`src/rtl/spi_target_pkg.sv`:
```
// Shared types and constants for the SPI register target.
package spi_target_pkg;
  localparam int ADDR_W       = 4;
  localparam int CMD_READ_BIT = 7;

  typedef enum logic [1:0] {
    ST_IDLE,
    ST_CMD,
    ST_WDATA,
    ST_RDATA
  } state_t;
endpackage

```
`src/rtl/sync_edge.sv`:
```
// N-stage synchronizer with registered rise/fall pulses aligned to the synced output.
module sync_edge #(
  parameter int   STAGES  = 2,
  parameter logic RST_VAL = 1'b0
) (
  input  logic clk,
  input  logic rst,
  input  logic i_d,
  output logic o_sync,
  output logic o_rise,
  output logic o_fall
);
  logic [STAGES-1:0] r_sync;
  logic [STAGES-1:0] r_vld;
  logic              r_rise;
  logic              r_fall;

  // Pulses are suppressed until every stage holds a real sample, so the
  // reset fill value never produces a phantom edge.
  always_ff @(posedge clk or posedge rst) begin
    if (rst) begin
      r_sync <= {STAGES{RST_VAL}};
      r_vld  <= '0;
      r_rise <= 1'b0;
      r_fall <= 1'b0;
    end else begin
      r_sync <= {r_sync[STAGES-2:0], i_d};
      r_vld  <= {r_vld[STAGES-2:0], 1'b1};
      r_rise <= r_vld[STAGES-1] &  r_sync[STAGES-2] & ~r_sync[STAGES-1];
      r_fall <= r_vld[STAGES-1] & ~r_sync[STAGES-2] &  r_sync[STAGES-1];
    end
  end

  assign o_sync = r_sync[STAGES-1];
  assign o_rise = r_rise;
  assign o_fall = r_fall;
endmodule

```
`src/rtl/spi_target_regs.sv`:
```
// SPI mode-0 target with a flop-based register bank, oversampled in the clk domain.
module spi_target_regs
  import spi_target_pkg::*;
#(
  parameter int         NREGS       = 16,
  parameter int         SYNC_STAGES = 2,
  parameter logic [7:0] RESET_VAL   = 8'h00
) (
  input  logic              clk,
  input  logic              rst,
  input  logic              spi_sck,
  input  logic              spi_mosi,
  input  logic              spi_cs_n,
  output logic              spi_miso,
  output logic              spi_miso_oe,
  input  logic [ADDR_W-1:0] host_addr,
  output logic [7:0]        host_data,
  output logic              wr_strobe,
  output logic [ADDR_W-1:0] wr_addr,
  output logic [7:0]        wr_data
);
  localparam logic [ADDR_W-1:0] AMASK = ADDR_W'(NREGS - 1);

  state_t r_state, w_next;

  logic w_cs_sync, w_cs_rise, w_cs_fall;
  logic w_sck_sync_unused, w_sck_rise, w_sck_fall;
  logic [SYNC_STAGES-1:0] r_mosi_sync;

  logic [2:0]        r_bitcnt;
  logic [7:0]        r_rx_sr;
  logic [7:0]        r_tx_sr;
  logic [ADDR_W-1:0] r_addr;
  logic              r_miso;
  logic              r_miso_oe;
  logic [7:0]        r_host_data;
  logic              r_wr_strobe;
  logic [ADDR_W-1:0] r_wr_addr;
  logic [7:0]        r_wr_data;
  logic [7:0]        r_regs [NREGS];

  logic [7:0]        w_rx_byte;
  logic [ADDR_W-1:0] w_cmd_addr;
  logic [ADDR_W-1:0] w_ld_addr;
  logic w_start, w_rx_en, w_byte_done, w_cmd_done, w_wr_byte, w_rd_load, w_tx_en;

  sync_edge #(.STAGES(SYNC_STAGES), .RST_VAL(1'b1)) u_cs_sync (
    .clk(clk), .rst(rst), .i_d(spi_cs_n),
    .o_sync(w_cs_sync), .o_rise(w_cs_rise), .o_fall(w_cs_fall)
  );

  sync_edge #(.STAGES(SYNC_STAGES), .RST_VAL(1'b0)) u_sck_sync (
    .clk(clk), .rst(rst), .i_d(spi_sck),
    .o_sync(w_sck_sync_unused), .o_rise(w_sck_rise), .o_fall(w_sck_fall)
  );

  always_ff @(posedge clk or posedge rst) begin
    if (rst) r_mosi_sync <= '0;
    else     r_mosi_sync <= {r_mosi_sync[SYNC_STAGES-2:0], spi_mosi};
  end

  assign w_rx_byte  = {r_rx_sr[6:0], r_mosi_sync[SYNC_STAGES-1]};
  assign w_cmd_addr = w_rx_byte[ADDR_W-1:0] & AMASK;
  assign w_ld_addr  = (r_state == ST_CMD) ? w_cmd_addr : r_addr;

  always_ff @(posedge clk or posedge rst) begin
    if (rst) r_state <= ST_IDLE;
    else     r_state <= w_next;
  end

  always_comb begin
    w_next = r_state;
    case (r_state)
      ST_IDLE: if (w_cs_fall) w_next = ST_CMD;
      ST_CMD:  if (w_sck_rise && r_bitcnt == 3'd7)
                 w_next = w_rx_byte[CMD_READ_BIT] ? ST_RDATA : ST_WDATA;
      default: ;
    endcase
    if (w_cs_rise) w_next = ST_IDLE;
  end

  always_comb begin
    w_start     = (r_state == ST_IDLE) && w_cs_fall;
    w_rx_en     = (r_state != ST_IDLE) && w_sck_rise;
    w_byte_done = w_rx_en && (r_bitcnt == 3'd7);
    w_cmd_done  = w_byte_done && (r_state == ST_CMD);
    w_wr_byte   = w_byte_done && (r_state == ST_WDATA);
    w_rd_load   = (w_cmd_done && w_rx_byte[CMD_READ_BIT]) ||
                  (w_byte_done && (r_state == ST_RDATA));
    w_tx_en     = (r_state == ST_RDATA) && w_sck_fall;
  end

  always_ff @(posedge clk or posedge rst) begin
    if (rst) begin
      r_bitcnt    <= '0;
      r_rx_sr     <= '0;
      r_tx_sr     <= '0;
      r_addr      <= '0;
      r_miso      <= 1'b0;
      r_miso_oe   <= 1'b0;
      r_host_data <= RESET_VAL;
      r_wr_strobe <= 1'b0;
      r_wr_addr   <= '0;
      r_wr_data   <= '0;
      for (int unsigned i = 0; i < NREGS; i++) r_regs[i] <= RESET_VAL;
    end else begin
      r_miso_oe   <= ~w_cs_sync;
      r_wr_strobe <= 1'b0;
      r_host_data <= r_regs[host_addr & AMASK];
      if (w_start) begin
        r_bitcnt <= '0;
        r_rx_sr  <= '0;
        r_tx_sr  <= '0;
        r_miso   <= 1'b0;
      end else if (w_rx_en) begin
        r_rx_sr  <= w_rx_byte;
        r_bitcnt <= r_bitcnt + 3'd1;
        if (w_rd_load) begin
          r_tx_sr <= r_regs[w_ld_addr];
          r_addr  <= (w_ld_addr + 1'b1) & AMASK;
        end else if (w_cmd_done) begin
          r_addr <= w_cmd_addr;
        end else if (w_wr_byte) begin
          r_regs[r_addr] <= w_rx_byte;
          r_wr_strobe    <= 1'b1;
          r_wr_addr      <= r_addr;
          r_wr_data      <= w_rx_byte;
          r_addr         <= (r_addr + 1'b1) & AMASK;
        end
      end else if (w_tx_en) begin
        r_miso  <= r_tx_sr[7];
        r_tx_sr <= {r_tx_sr[6:0], 1'b0};
      end
    end
  end

  assign spi_miso    = r_miso;
  assign spi_miso_oe = r_miso_oe;
  assign host_data   = r_host_data;
  assign wr_strobe   = r_wr_strobe;
  assign wr_addr     = r_wr_addr;
  assign wr_data     = r_wr_data;
endmodule

```
`config.mk`:
```
export PLATFORM = sky130hd
export DESIGN_NAME = spi_target_regs
export DESIGN_NICKNAME = d
export VERILOG_FILES = /design/src/rtl/spi_target_pkg.sv /design/src/rtl/sync_edge.sv /design/src/rtl/spi_target_regs.sv
export SDC_FILE = /design/constraint.sdc
export NUM_CORES = 1
export LEC_CHECK = 0
export CAP_MARGIN = 20
export CORE_MARGIN = 3
export CORE_UTILIZATION = 60
export DETAILED_ROUTE_END_ITERATION = 16
export DONT_BUFFER_PORTS = 1
export PLACE_DENSITY = 0.86
export SLEW_MARGIN = 20
export SYNTH_ARGS = -nofsm -noshare
export SYNTH_HDL_FRONTEND = slang
export SYNTH_SLANG_ARGS = --single-unit
```
`constraint.sdc`:
```
create_clock -name clk -period 7.3 [get_ports clk]
set_clock_uncertainty 0.1 [all_clocks]
set_input_delay 1.095 -clock clk [delete_from_list [all_inputs] [get_ports clk]]
set_output_delay 1.095 -clock clk [all_outputs]
set_load 0.1 [all_outputs]
```
==> qor.csv, run 1 <==
stage,metric,value,unit
clocking,Clock Sinks,187,
clocking,CTS root buffer,clkbuf_16,
setup_path,R2R setup slack,3780,ps
clocking,# hold bufs at CTS,0,
sta,setup violators final,0,
sta,total negative slack,0,ps
logic_synthesis,Cells after Synth,714,
sta,Tmin final,3520,ps
routing,first drt pass iteration count,6,
setup_path,CP max-delay cell,dfrtp_1,
logic_synthesis,Synth Cell Area,9360,um2
min_path,min-delay worst type,register to register,
setup_path,crit path kind,register to register,
floorplanning,Die X,131,um
clocking,clock buffer depth,2,
placement,Port Buffers,0,
grt,GR Util met2,43.6,%
floorplanning,IO Pins,32,
clocking,post-CTS setup buffer count,0,
routing,Residual DRC,0,
sta,Slew Limit Fails,0,
final_layout,Layout area overhead,7.35,%
sta,final hold vios,0,
grt,met3 Usage GRT,5.08,%
sta,Final period util,48.3,%
setup_path,r2r worst-path depth,8,
floorplanning,Die ar.,17100,um2
logic_synthesis,syn_nets,730,
power_and_ir_drop,Power Total,2250,uW
placement,dpl hpwl,14.2,mm
logic_synthesis,syn_area_per_cell,13.1,um2
final_layout,layout cells sized above 1,33.4,%
power_and_ir_drop,Cell Pwr Density,224,nW/um2
sta,worst rel slew slack,29.2,%
grt,global-route wire length before repair,35.4,mm
power_and_ir_drop,leak pwr,0.00471,uW
logic_synthesis,number of synthesized register bits,187,
sta,hold_ws,252,ps
grt,grt total ovfl,0,
setup_path,r2r startpoint,r_state[0],
routing,via count,6273,
floorplanning,row count,45,
setup_path,CP cell instances,nand2b_4 > a21oi_4 > buf_4 > inv_2 > ha_1 > xnor2_1 > a221oi_1 > o21ai_0,
sta,unrepaired setup endpoints after global routing,false,
logic_synthesis,Synth cell types,45,
setup_path,element type at the critical path end,register,
setup_path,CP Capture Point,r_addr[2],
clocking,Clock Latency Late Sink,430,ps
grt,met1 Track Usage GR,37.0,%
sta,Max Clock Freq,0.284,GHz
clocking,CTS tree,built,
final_layout,# diodes,0,
setup_path,CP peak stage delay,730,ps
run_status,status,completed,
final_layout,nets,701,
setup_path,Critical Path Fanout Max,47,
setup_path,crit path launch,r_state[0],
job,number of max-cap violations,0,
setup_path,Critical Path RT,7500,ps
grt,GR peak layer,met2,
grt,vias in the first global route,6353,
routing,DRT Wirelength,22.5,mm
grt,initial antenna violation count,0,
floorplanning,Initial Utilization,61.4,%
routing,vias per cell,6.90,
sta,Least-Margin Pin Slew,1060,ps
setup_path,Crit path arrival time,3720,ps
min_path,Cells on Worst Hold Path,0,
grt,largest net degree at the start of global routing,102,
grt,Total Routing Usage GR,27.4,%
setup_path,Critical Path Source Type,register,
placement,Placer Congestion,0.943,
floorplanning,die height,131,um
logic_synthesis,warnings from Yosys,0,
clocking,total CTS buffers,17,
routing,initial drt markers,722,
logic_synthesis,sequential share of the synthesized area,50.0,%
routing,Antenna Violating Nets Remaining,0,
clocking,CTS resizes,0,
setup_path,RR Endpoint,r_addr[2],
floorplanning,core area,15300,um2
routing,WL per Instance,24.7,um
clocking,Clock transition at path regs,60,ps
clocking,H-tree levels,4,
power_and_ir_drop,worst-case vdd ir drop,152,uV
[final cells by class]
type,count,area (um2)
flip-flops and latches,187,4680
inverters,7,31.3
clock buffers,21,460
fillers,982,5210
well taps,211,264
clock inverters,11,166
multi-input cells,466,4400
repair buffers,6,48.8
[how the worst min path moves through the flow]
stage,startpoint,endpoint
4_1_cts,u_sck_sync.r_vld[0],u_cs_sync.r_vld[1]
5_1_grt,u_sck_sync.r_vld[0],u_cs_sync.r_vld[1]
3_3_place_gp,u_sck_sync.r_vld[0],u_cs_sync.r_vld[1]
6_report,u_sck_sync.r_vld[0],u_cs_sync.r_vld[1]
2_1_floorplan,r_mosi_sync[0],r_mosi_sync[1]
3_5_place_dp,u_sck_sync.r_vld[0],u_cs_sync.r_vld[1]
[placed cells by master (no fill, tap or decap), types with 5 or more instances in the layout]
| cell | n |
|---|---|
| nand2_1 | 48 |
| nand3_1 | 22 |
| mux2_2 | 141 |
| o21ai_0 | 18 |
| a32oi_1 | 13 |
| ha_1 | 7 |
| mux4_2 | 42 |
| a221oi_1 | 14 |
| buf_4 | 5 |
| a22o_1 | 11 |
| dfrtp_1 | 185 |
| a21o_1 | 6 |
| nor2_1 | 38 |
| a21oi_1 | 9 |
| mux2i_1 | 34 |
| clkbuf_16 | 17 |
| a31oi_1 | 9 |
| a22oi_1 | 7 |
| inv_1 | 5 |
| nor3_1 | 7 |
| nand4_1 | 6 |
[Yosys cell counts (all sizes together)]
library cell	number	area [um2]
a21o	6	45.0
dfrtp	185	4630
nor3b	5	42.5
a31o	1	8.76
mux2	141	1590
ha	7	87.6
a221oi	14	123
and2	2	12.5
o31ai	2	15.0
a22oi	7	52.6
a21oi	10	61.3
nand4	6	37.5
o211ai	1	7.51
and3b	2	17.5
nor2	40	158
nor2b	4	25.0
nor3	8	40.0
inv	7	26.3
and3	1	6.26
a31oi	9	56.3
and2b	1	10.0
buf	27	174
nand2	48	180
dfstp	2	52.6
nand2b	1	13.8
and4b	1	10.0
a211oi	2	15.0
o21bai	1	7.51
a32oi	13	114
mux4	42	946
clkbuf	27	101
conb	1	3.75
nand3	22	110
a22o	11	96.3
mux2i	35	363
o21ai	18	90.1
xnor2	4	35.0
[power by group]
group / internal (uW) / switching [uW] / total (uW)
registers: 1050 / 47.0 / 1100
logic: 65.1 / 115 / 180
clock network: 591 / 384 / 975
total: 1710 / 546 / 2250
[per-layer routing]
layer,vias up,part of all wire [%],wire length (um)
met5,-,0,0
met4,0,3.1,697
met3,62,8.8,1980
met2,388,49,11100
met1,3211,39,8730
li1,2612,-,-
[metrics by stage]
stage	cells	utilization (%)	area [um2]	setup WS (ps)
after detailed placement	877	61.7	9420	3910
final	909	65.9	10000	3780
after floorplan	714	-	9360	1020
after global placement	877	61.7	9420	4000
after CTS	909	65.8	10000	3860
after global routing	909	65.9	10000	3620
[sequential cells by signal, indices dropped and copies added, names as in the netlist, 3 cells and up]
signal / count
r_regs: 128
r_rx_sr: 7
host_data: 8
wr_data: 8
r_bitcnt: 3
r_tx_sr: 8
wr_addr: 4
r_addr: 4
[kinds of logic after synthesis]
logic type	Yosys count	synth area share (%)
XOR/XNOR	4	0.374
AND/OR/NAND/NOR	141	7.08
adder cells (fa/ha/maj)	7	0.936
multiplexers	218	30.9
AO/OA/AOI/OAI	95	7.39
other	1	0.0401
flip-flops	187	50.0
buffers and inverters	61	3.22
[critical path, delay by kind of cell (launching register included)]
| family | cells | cell delay, ps |
|---|---|---|
| xor gates and xnor gates | 1 | 140 |
| buffers and inverters | 2 | 1070 |
| AOI/OAI and AO/OA | 3 | 680 |
| DFF | 1 | 730 |
| adders and majority gates | 1 | 400 |
| and+or+nand+nor | 1 | 210 |
(Power assumes the default switching activity.)
==> run 2, diff against run 1 <==
CORE_UTILIZATION = 58   (was 60)
clock period = 3 ns   (was 7.3 ns; I/O delays follow)
==> run 2 against run 1 <==
Compared with the run above: sequential power grew 140%; maximum frequency increased by 26%; critical path depth down 2; cell count increased by 3.7%; register-to-register slack got worse by 3600 ps; hold slack got worse by 140 ps; non-clock buffer count grew 34; global-route usage is 0.70 points higher; utilization increased by 0.57 points; largest cell class unchanged.
==> qor.csv, run 2 (synthesized netlist as in run 1, its figures left out) <==
stage,metric,value,unit
placement,Port Buffers,0,
power_and_ir_drop,worst-case vdd ir drop,443,uV
clocking,# hold bufs at CTS,4,
floorplanning,core area,15500,um2
floorplanning,row count,45,
floorplanning,Initial Utilization,60.5,%
setup_path,CP bufs+invs,0,
routing,via count,6450,
sta,Tmin final,2790,ps
routing,initial drt markers,736,
sta,total negative slack,0,ps
routing,WL per Instance,25.4,um
power_and_ir_drop,power share of the combinational group,9.7,%
min_path,min-delay worst type,input pin to register,
grt,GR Util met2,44.0,%
clocking,H-tree levels,4,
sta,unrepaired setup endpoints after global routing,false,
sta,Slew Limit Fails,0,
power_and_ir_drop,P_sw,1350,uW
final_layout,layout cells sized above 1,35.8,%
power_and_ir_drop,leak pwr,0.00484,uW
floorplanning,Die X,133,um
final_layout,nets,735,
setup_path,Critical Path Source Type,register,
routing,vias per cell,6.84,
sta,hold_ws,112,ps
routing,Residual DRC,0,
floorplanning,IO Pins,32,
grt,vias in the first global route,6763,
floorplanning,die height,133,um
clocking,total CTS buffers,17,
clocking,CTS tree,built,
final_layout,most frequent cells in the layout,"dfrtp_1 (185), mux2_2 (141), nand2_1 (48), mux4_2 (42), nor2_1 (39)",
setup_path,Crit path arrival time,3000,ps
sta,setup violators final,0,
grt,Total Routing Usage GR,28.1,%
clocking,CTS resizes,0,
grt,met1 Track Usage GR,36.8,%
grt,initial antenna violation count,0,
setup_path,crit path kind,register to register,
power_and_ir_drop,Clock power frac,41.2,%
power_and_ir_drop,Seq pwr share,49.0,%
sta,Max Clock Freq,0.359,GHz
sta,Final period util,92.9,%
setup_path,CP cell instances,ha_1 > ha_1 > nand2_1 > nor3b_4 > nand4_1 > mux2_2,
sta,final hold vios,0,
grt,global-route wire length before repair,38.4,mm
setup_path,R2R setup slack,210,ps
final_layout,Largest register FFs,128,
power_and_ir_drop,Cell Pwr Density,522,nW/um2
sta,worst rel slew slack,38.0,%
clocking,post-CTS setup buffer count,0,
setup_path,Critical Path RT,3220,ps
routing,Antenna Violating Nets Remaining,0,
grt,GR peak layer,met2,
run_status,status,completed,
power_and_ir_drop,Pint,4010,uW
clocking,Clock Latency Late Sink,430,ps
sta,Least-Margin Pin Slew,930,ps
clocking,Clock Sinks,187,
power_and_ir_drop,sw frac,25.2,%
final_layout,"most common cell after layout, fill and taps aside",dfrtp_1,
setup_path,Critical Path Most Common Cell,ha_1,
routing,first drt pass iteration count,5,
grt,largest net degree at the start of global routing,52,
clocking,clock buffer depth,2,
placement,Placer Congestion,0.939,
setup_path,CP peak stage delay,610,ps
setup_path,Critical Path Fanout Max,17,
grt,met3 Usage GRT,8.52,%
clocking,Clock transition at path regs,70,ps
setup_path,CP max-delay cell,nand4_1,
setup_path,crit-path leading delay family,simple AND/OR/NAND/NOR gates,
clocking,CTS root buffer,clkbuf_16,
routing,DRT Wirelength,23.9,mm
job,number of max-cap violations,0,
final_layout,# diodes,0,
floorplanning,Die ar.,17700,um2
grt,grt total ovfl,0,
final_layout,Layout area overhead,9.88,%
placement,dpl hpwl,15.3,mm
setup_path,element type at the critical path end,register,
final_layout,largest register by flop count,r_regs,
-- run 2: path summary, 6_finish.rpt --
path,start,endpoint,cells after the start
max,r_bitcnt[0],r_regs[6],6
min,host_addr[3],host_data[0],1
max reg2reg,r_bitcnt[0],r_regs[6],6
min reg2reg,r_mosi_sync[0],r_mosi_sync[1],0
max in group asynchronous,rst,r_regs[71],3
min in group asynchronous,rst,r_regs[44],2
-- run 2: layer usage --
metal | wire [um] | vias up
li1 | - | 2678
met1 | 9330 | 3331
met2 | 11600 | 370
met3 | 2260 | 71
met4 | 692 | 0
met5 | 0 | -
-- run 2: power by group through the flow --
stage               sequential (uW)  combinational [uW]  clock, uW
floorplan                      2630                 435          0
global placement               2670                 488          0
detailed placement             2670                 502          0
CTS                            2630                 515       2230
global route                   2640                 568       2330
finish                         2630                 522       2210
-- run 2: layout make-up --
type | count | area (um2)
Clock buffer | 21 | 460
Clock inverter | 11 | 120
Fill cell | 1030 | 5200
Inverter | 7 | 30.0
Multi-Input combinational cell | 466 | 4390
Sequential cell | 187 | 4680
Tap cell | 211 | 264
Timing Repair Buffer | 40 | 335
-- run 2: through the flow --
step | utilization [%] | cell area [um2] | total power [uW] | setup slack (ps) | std cells
finish | 66.4 | 10300 | 5370 | 212 | 943
global route | 66.4 | 10300 | 5540 | 117 | 943
CTS | 66.4 | 10300 | 5370 | 256 | 943
detailed placement | 62.4 | 9670 | 3180 | 304 | 907
global placement | 62.4 | 9670 | 3160 | 375 | 907
floorplan | - | 9370 | 3070 | 45.1 | 714
